**src/rtl/lut_truth_table_reader.sv**
```systemverilog
// ---------------------------------------------------------------------------
// lut_truth_table_reader
//
// Purpose:
//   Readback engine for a generated LUT neuron. It walks every input code
//   0 .. 2^IN_BITS-1 through the neuron's combinational truth-table port and
//   samples the neuron output for each code. The samples are packed LSB-first
//   into WORD_W-bit words, and the words are streamed out over a valid/ready
//   interface. The resulting dump is compared against the trained model.
//
// Parameters:
//   IN_BITS   width of the neuron input code (table has 2^IN_BITS entries)
//   OUT_BITS  width of one table entry
//   WORD_W    width of one output word; must be a multiple of OUT_BITS, and
//             the total table size must be a multiple of WORD_W
//
// Ports:
//   clk       clock; all state changes on the rising edge
//   rst       asynchronous, active-high reset
//   start     one-cycle sweep request, honoured only while idle
//   busy      high while a sweep is in progress (sampling or emitting)
//   done      one-cycle pulse after the final word has been accepted
//   lut_addr  registered input code driven into the neuron
//   lut_data  combinational neuron output for lut_addr
//   m_data    packed output word
//   m_valid   m_data is valid
//   m_ready   downstream accepts m_data
//   m_last    marks the final word of the dump (qualified by m_valid)
// ---------------------------------------------------------------------------
module lut_truth_table_reader #(
  parameter int IN_BITS  = 8,
  parameter int OUT_BITS = 1,
  parameter int WORD_W   = 32
) (
  input  logic                clk,
  input  logic                rst,
  input  logic                start,
  output logic                busy,
  output logic                done,
  output logic [IN_BITS-1:0]  lut_addr,
  input  logic [OUT_BITS-1:0] lut_data,
  output logic [WORD_W-1:0]   m_data,
  output logic                m_valid,
  input  logic                m_ready,
  output logic                m_last
);

  // Entries per output word and number of words in the whole table.
  localparam int EPW    = WORD_W / OUT_BITS;
  localparam int NWORDS = ((1 << IN_BITS) * OUT_BITS) / WORD_W;

  // Counter widths; kept at least one bit wide for degenerate sizes.
  localparam int SLOT_W = (EPW > 1) ? $clog2(EPW) : 1;
  localparam int WCNT_W = (NWORDS > 1) ? $clog2(NWORDS) : 1;

  localparam logic [SLOT_W-1:0] SLOT_LAST = SLOT_W'(EPW - 1);
  localparam logic [WCNT_W-1:0] WORD_LAST = WCNT_W'(NWORDS - 1);

  typedef enum logic [1:0] {
    IDLE  = 2'd0,
    SWEEP = 2'd1,
    EMIT  = 2'd2
  } state_t;

  state_t              state_r;
  state_t              state_s;

  logic [IN_BITS-1:0]  lut_addr_r;
  logic [IN_BITS-1:0]  lut_addr_s;
  logic [SLOT_W-1:0]   slot_r;
  logic [SLOT_W-1:0]   slot_s;
  logic [WCNT_W-1:0]   word_r;
  logic [WCNT_W-1:0]   word_s;
  logic [WORD_W-1:0]   pack_r;
  logic [WORD_W-1:0]   pack_s;
  logic [WORD_W-1:0]   m_data_r;
  logic [WORD_W-1:0]   m_data_s;
  logic                m_last_r;
  logic                m_last_s;
  logic                m_valid_r;
  logic                busy_r;
  logic                done_r;
  logic                done_s;

  // State register and all registered datapath/outputs.
  always_ff @(posedge clk or posedge rst) begin
    if (rst) begin
      state_r    <= IDLE;
      lut_addr_r <= {IN_BITS{1'b0}};
      slot_r     <= {SLOT_W{1'b0}};
      word_r     <= {WCNT_W{1'b0}};
      pack_r     <= {WORD_W{1'b0}};
      m_data_r   <= {WORD_W{1'b0}};
      m_last_r   <= 1'b0;
      m_valid_r  <= 1'b0;
      busy_r     <= 1'b0;
      done_r     <= 1'b0;
    end else begin
      state_r    <= state_s;
      lut_addr_r <= lut_addr_s;
      slot_r     <= slot_s;
      word_r     <= word_s;
      pack_r     <= pack_s;
      m_data_r   <= m_data_s;
      m_last_r   <= m_last_s;
      // Status flags are decoded from the next state so that they line up
      // with the state register rather than lagging it by a cycle.
      m_valid_r  <= (state_s == EMIT);
      busy_r     <= (state_s != IDLE);
      done_r     <= done_s;
    end
  end

  // Next-state and next-datapath logic for the sweep/emit sequencer.
  always_comb begin
    state_s    = state_r;
    lut_addr_s = lut_addr_r;
    slot_s     = slot_r;
    word_s     = word_r;
    pack_s     = pack_r;
    m_data_s   = m_data_r;
    m_last_s   = m_last_r;
    done_s     = 1'b0;

    case (state_r)
      IDLE: begin
        // Keep the sweep position parked at zero so a new sweep always
        // begins at code 0.
        lut_addr_s = {IN_BITS{1'b0}};
        slot_s     = {SLOT_W{1'b0}};
        word_s     = {WCNT_W{1'b0}};
        m_last_s   = 1'b0;
        if (start) begin
          state_s = SWEEP;
        end else begin
          state_s = IDLE;
        end
      end

      SWEEP: begin
        // The neuron output for the current code is captured into its slot.
        pack_s[int'(slot_r) * OUT_BITS +: OUT_BITS] = lut_data;
        // On the last slot this increment wraps the code to 0 at the end
        // of the table; that value is never sampled.
        lut_addr_s = lut_addr_r + IN_BITS'(1);
        if (slot_r == SLOT_LAST) begin
          // pack_s already holds the sample taken this cycle, so the word
          // handed downstream is complete.
          slot_s   = {SLOT_W{1'b0}};
          m_data_s = pack_s;
          m_last_s = (word_r == WORD_LAST);
          state_s  = EMIT;
        end else begin
          slot_s  = slot_r + SLOT_W'(1);
          state_s = SWEEP;
        end
      end

      EMIT: begin
        // m_valid is a registered decode of EMIT, so acceptance here only
        // depends on m_ready. lut_addr is left untouched: the sweep waits.
        if (m_ready) begin
          m_last_s = 1'b0;
          if (word_r == WORD_LAST) begin
            done_s  = 1'b1;
            state_s = IDLE;
          end else begin
            word_s  = word_r + WCNT_W'(1);
            state_s = SWEEP;
          end
        end else begin
          state_s = EMIT;
        end
      end

      default: begin
        // Unreachable encoding: recover to a clean idle state.
        state_s    = IDLE;
        lut_addr_s = {IN_BITS{1'b0}};
        slot_s     = {SLOT_W{1'b0}};
        word_s     = {WCNT_W{1'b0}};
        m_last_s   = 1'b0;
      end
    endcase
  end

  assign lut_addr = lut_addr_r;
  assign m_data   = m_data_r;
  assign m_valid  = m_valid_r;
  assign m_last   = m_last_r;
  assign busy     = busy_r;
  assign done     = done_r;

endmodule
```
**config.mk**
```make
export PLATFORM = sky130hd
export DESIGN_NAME = lut_truth_table_reader
export DESIGN_NICKNAME = d
export VERILOG_FILES = /design/src/rtl/lut_truth_table_reader.sv
export SDC_FILE = /design/constraint.sdc
export NUM_CORES = 1
export LEC_CHECK = 0
export ABC_AREA = 1
export CORE_AREA = 4 4 95 106
export DETAILED_ROUTE_END_ITERATION = 10
export DIE_AREA = 0 0 99 110
export PLACE_DENSITY = 0.82
export RECOVER_POWER = 100
export REMOVE_ABC_BUFFERS = 1
export SLEW_MARGIN = 10
export SYNTH_ARGS = -nofsm -noshare
export SYNTH_HDL_FRONTEND = slang
export SYNTH_SLANG_ARGS = --single-unit
export TNS_END_PERCENT = 10
```
**constraint.sdc**
```tcl
create_clock -name clk -period 7 [get_ports clk]
set_clock_uncertainty 0.15 [all_clocks]
set_input_delay 1.4 -clock clk [delete_from_list [all_inputs] [get_ports clk]]
set_output_delay 1.4 -clock clk [all_outputs]
set_load 0.005 [all_outputs]
```
# Word level (Yosys, flattened, before mapping)
# Cells that the tools add are included.
# W data, S select, Z words.
dict set report classes {
  magnitude_cmp 0
  bitwise_logic 1
  add_sub_neg 4
  eq_ne 8
  n_mux 18
  div 0
  n_shift 2
  reduce_logical 5
  multipliers 0
}
# operator n
set ops {}
lappend ops {{$neg A5 Y33} 1}
lappend ops {{$shift A1 B33 Y32 const A} 1}
lappend ops {{$shiftx A1 B33 Y32} 1}
lappend ops {{$bwmux W32} 1}
lappend ops {{$pmux W8 S2} 1}
lappend ops {{$pmux W5 S2} 1}
lappend ops {{$add A8 B1 Y8 const B} 1}
lappend ops {{$mux W1} 7}
lappend ops {{$mux W3} 2}
lappend ops {{$ne A2 B2 Y1 const B} 3}
lappend ops {{$pmux W2 S3} 1}
lappend ops {{$pmux W3 S2} 1}
lappend ops {{$add A5 B1 Y5 const B} 1}
lappend ops {{$eq A5 B5 Y1 const B} 1}
lappend ops {{$mux W5} 1}
lappend ops {{$eq A2 B2 Y1 const B} 2}
lappend ops {{$mux W2} 2}
lappend ops {{$reduce_and A2 Y1} 2}
lappend ops {{$add A3 B1 Y3 const B} 1}
lappend ops {{$eq A3 B3 Y1 const B} 1}
lappend ops {{$reduce_and A3 Y1} 1}
lappend ops {{$eq A2 B1 Y1 const B} 1}
lappend ops {{$logic_not A2 Y1} 1}
lappend ops {{$pmux W1 S2} 1}
lappend ops {{2 further kinds} 2}
dict set report totals {
  ramBits 0
  rom_bits 0
  output_inout_bits 44
  latch_bits 0
  inputBits 5
  ff_bits 86
  wordCells 48
  n_memories 0
}

# Depth between registers and ports, before layout
dict set report logic_depth {
  depth_word 5
  ltp_mapped 14
  ltp_nobuf 12
}

# Least setup slack after synthesis
# OpenSTA, ideal clock, no wires.
dict set report synth_path {
  path_type {flip-flop to flip-flop}
  from {register slot_r[0]}
  to {register pack_r[28]}
  path_stages_with_launch 14
  arrival_time_ns 2.037
  setup_slack_ns 4.683
  n_path_buf 2
  path_cell_list {dfrtp_1 > inv_2 > ha_1 > nand2_1 > nor2_1 > ha_1 > buf_4 > inv_1 > nand2_1 > nor2_4 > buf_6 > nand3_1 > nand3_1 > o21ai_0}
}
dict set report synth_between {
  elab_chain_len 3
  elab_cells_between_ends 4
}
# element line
set synth_lines {}
lappend synth_lines {{start: declaration} 70} ;# logic [SLOT_W-1:0] slot_r;
lappend synth_lines {{start signal: assignment} 90} ;# slot_r <= {SLOT_W{1'b0}};
lappend synth_lines {{start signal: assignment} 101} ;# slot_r <= slot_s;
lappend synth_lines {{$neg A5 Y33 (*)} 142} ;# pack_s[int'(slot_r) * OUT_BITS +: OUT_BITS] = lut_data;
lappend synth_lines {{$shiftx A1 B33 Y32 / $shift A1 B33 Y32 (equally long branches)} 142}
lappend synth_lines {{$bwmux W32 (*)} 142}
lappend synth_lines {{end signal: assignment} 92} ;# pack_r <= {WORD_W{1'b0}};
lappend synth_lines {{end signal: assignment} 103} ;# pack_r <= pack_s;
lappend synth_lines {{end: declaration} 74} ;# logic [WORD_W-1:0] pack_r;
# Mark *: on every way between the ends. The rest lies on a longest branch, timed or not.
# A chain may end at the register's enable or synchronous reset.

# Worst setup path in the final report
dict set report layout_path {
  from {register slot_r[0]}
  to {register pack_r[29]}
}
# The elaborated chain is that of the path after synthesis.

==> flow_summary.yaml <==
worst_setup_path:
  critPathCaptureType: "flop"
  cp.depth: 11
  rr_endpoint: "pack_r[29]$_DFFE_PP0P_"
  r2r-start: "slot_r[0]$_DFFE_PP0N_"
  rrSetupSlack_ps: 3350
  cp_top_family: "simple AND/OR/NAND/NOR gates"
  startpoint: "slot_r[0]$_DFFE_PP0N_"
  cp.arrival_ps: 3730
  cp_slowest_stage_delay_ps: 690
  path_buf_inv: 2
  worstPathRequired_ps: 7080
  critPathMaxFanout: 18
  worstRegToRegCells: 11
  crit_slowest_cell: "nor2_1"
  endpoint: "pack_r[29]$_DFFE_PP0P_"
  cp-start-kind: "flop"
  cp_cell_sequence: "inv_1 -> ha_1 -> nand2_1 -> nor2_1 -> ha_1 -> inv_1 -> nand2_1 -> nor2_1 -> nand3_1 -> nand3_1 -> o21ai_0"
  crit_type: "flop to flop"
routing:
  vias: 3897
  met3_length_um: 385
  wirelength_um: 9975
  routed_via_density: 5.413
  drc: 0
  drt_iter0_markers: 269
  wl_per_cell_um: 13.85
  postRouteAntennaNets: 0
  top_layer: "met4"
  drt_first_pass_iters: 5
  wl_met2_um: 4932
  met1_length_um: 4479
synth:
  ys_ff_latch: 86
  synthDistinctLibCells: 30
  synth_edf_count: 0
  synth.area.mux_share: 0
  syn_area_per_cell_um2: 7.822
  yosysSeqAreaShare: 0.4878
  synth.most_common_cell: "nand2_1"
  synthAdderAreaFrac: 0.01985
  yosys.area.top_type: "dfrtp_1"
  netlist_instances: 564
  synthTopCellsByArea: "dfrtp_1, nand2_1, nand3_1"
  synth_top_family_by_area: "simple AND/OR/NAND/NOR gates"
  synthXorXnorAreaFrac: 0.001985
  synth_top_area_frac: 0.4878
  synth_compound_area_frac: 0.05048
  synth_area_mm2: 0.004412
  synth_top_flop_cell: "dfrtp_1"
  synth_top_cells_by_count: "nand2_1, nand3_1, dfrtp_1, inv_1, o21ai_0"
  synth-simple-area-share: 0.3559
  yosysWarningCount: 0
  synthArstFlopShare: 1.000
global_routing:
  grt_max_degree: 87
  grt_pass1_wl_um: 17560
  grt_pass1_vias: 3908
  grt.total_usage: 0.1959
  antenna_found_initial: 0
  grt_overflow: 0
finish:
  area_growth_syn_to_layout_pct: 15.74
  antenna_cells: 0
  fin_nets: 613
  multiInputGateArea_mm2: 0.001884
  seq_area_mm2: 0.002152
  fill_cells: 815
  final_layout_size_suffix_gt1_frac: 0.05941
clock_tree:
  clock-root-buffer: "clkbuf_8"
  cts_resized: 0
  clk_pin_slew_ps: 100
  htreeDepth: 3
  cts_tree: "yes"
  cts_hold_buf: 0
  cts_buffers: 9
  cts.sinks: 86
  clockBufferDepth: 2
  worstSkewPairLatency_ps: 370
  cts_setup_buffers: 0
placement:
  post-place-ws_ps: 3834
  dp_hpwl_um: 6771
  io_buffers: 48
  gp_congestion: 0.8766
status:
  violations: "capacitance limit, slew limit"
  status: "complete, but fails checks"
floorplanning:
  ios: 49
  die-width_um: 99
  initial_core_util: 0.4972
  core_mm2: 0.008874
  rows: 36
  fp.dieH_um: 110
  die_area_mm2: 0.01089
min_path:
  min_path_type: "flop to flop"
flow_run:
  maxCapViolCount: 1
sta:
  tightest_slew_ps: 2094
  maxSlewHeadroom: -0.3960
  setup_violations: 0
  finalCriticalPeriod_ps: 3648
  slew_viol_final: 87
  period_share: 0.5212
  timing.final.hold_violations: 0
  setup_tns_ps: 0
  rsz0062_at_grt: "false"
  worst_slack_ps: 3352
  max_clock_freq_ghz: 0.2741
pwr:
  peakVddDrop_mv: 0.2245
  leakage_nw: 2.406
  p_per_area_mw_per_mm2: 455.8
  total_power_w: 0.002327
[power breakdown]
| part | leakage, nW | switching (W) | total (W) | internal [W] |
|---|---|---|---|---|
| sequential | 0.986 | 0.000113 | 0.000817 | 0.000703 |
| combinational | 1.32 | 0.000736 | 0.00114 | 0.000409 |
| clock | 0.103 | 0.000196 | 0.000366 | 0.000171 |
[worst register-to-register path: cells and delay by family (launching register included)]
| kind | cells | cell delay, ps |
|---|---|---|
| flip-flops | 1 | 460 |
| AO/OA/AOI/OAI | 1 | 110 |
| buffers and inverters | 2 | 700 |
| adder cells (fa/ha/maj) | 2 | 780 |
| AND/OR/NAND/NOR | 6 | 1320 |
[worst min path at each step]
stage / from / end / slack [ps] / cells after the start
5_1_grt: m_data[4]$_DFFE_PP0P_ / m_data[4]$_DFFE_PP0P_ / 350 / 2
3_3_place_gp: pack_r[0]$_DFFE_PP0P_ / pack_r[0]$_DFFE_PP0P_ / 310 / 2
2_1_floorplan: pack_r[0]$_DFFE_PP0P_ / pack_r[0]$_DFFE_PP0P_ / 290 / 2
6_report: m_data[4]$_DFFE_PP0P_ / m_data[4]$_DFFE_PP0P_ / 330 / 2
4_1_cts: pack_r[10]$_DFFE_PP0P_ / pack_r[10]$_DFFE_PP0P_ / 340 / 2
3_5_place_dp: pack_r[10]$_DFFE_PP0P_ / pack_r[10]$_DFFE_PP0P_ / 310 / 2
[registers in the layout (all words and copies together) (netlist names)]
signal    flops
state_r       2
lut_addr      8
pack_r       32
m_last        1
slot_r        5
word_r        3
m_valid       1
m_data       32
done          1
busy          1
[placed cells by master (no fill, tap or decap), types with 7 or more instances in the layout]
cell	count
nor2_4	7
dfrtp_1	86
ha_1	7
nand4_1	19
clkbuf_8	9
inv_1	58
nor2_1	17
dlygate4sd3_1	47
o21ai_0	27
nand2_1	176
nand3_1	110
[metal layers]
layer  up-vias  global-route usage
met3        15             0.02077
met5         -                   0
met4         0             0.08000
li1       1912                   -
met2        96              0.3417
met1      1874              0.2508
[stage by stage]
| step | utilization | cell area, um2 | hold slack (ps) | instances |
|---|---|---|---|---|
| finish | 0.5754 | 5106 | 332.1 | 720 |
| global route | 0.5754 | 5106 | 354.0 | 720 |
| CTS | 0.5771 | 5121 | 337.9 | 720 |
| detailed placement | 0.5541 | 4917 | 314.3 | 704 |
| global placement | 0.5541 | 4917 | 308.1 | 704 |
| floorplan | - | 4270 | 291.7 | 540 |
[logic make-up (layout without fill, tap and decap cells)]
group,Yosys count,count (layout)
flip-flops,86,86
AO/OA/AOI/OAI,41,41
adder cells (fa/ha/maj),7,7
buffers and inverters,85,127
XOR/XNOR,1,1
AND/OR/NAND/NOR,344,344
[cell type report]
cell class	instances	share of cell area
clock buffer	9	0.02426
sequential	86	0.4215
timing repair buffer	50	0.09654
inverter	61	0.04509
clock inverter	7	0.01568
multi-input combinational	393	0.3690
tap	114	0.02793
(Power assumes the default switching activity.)
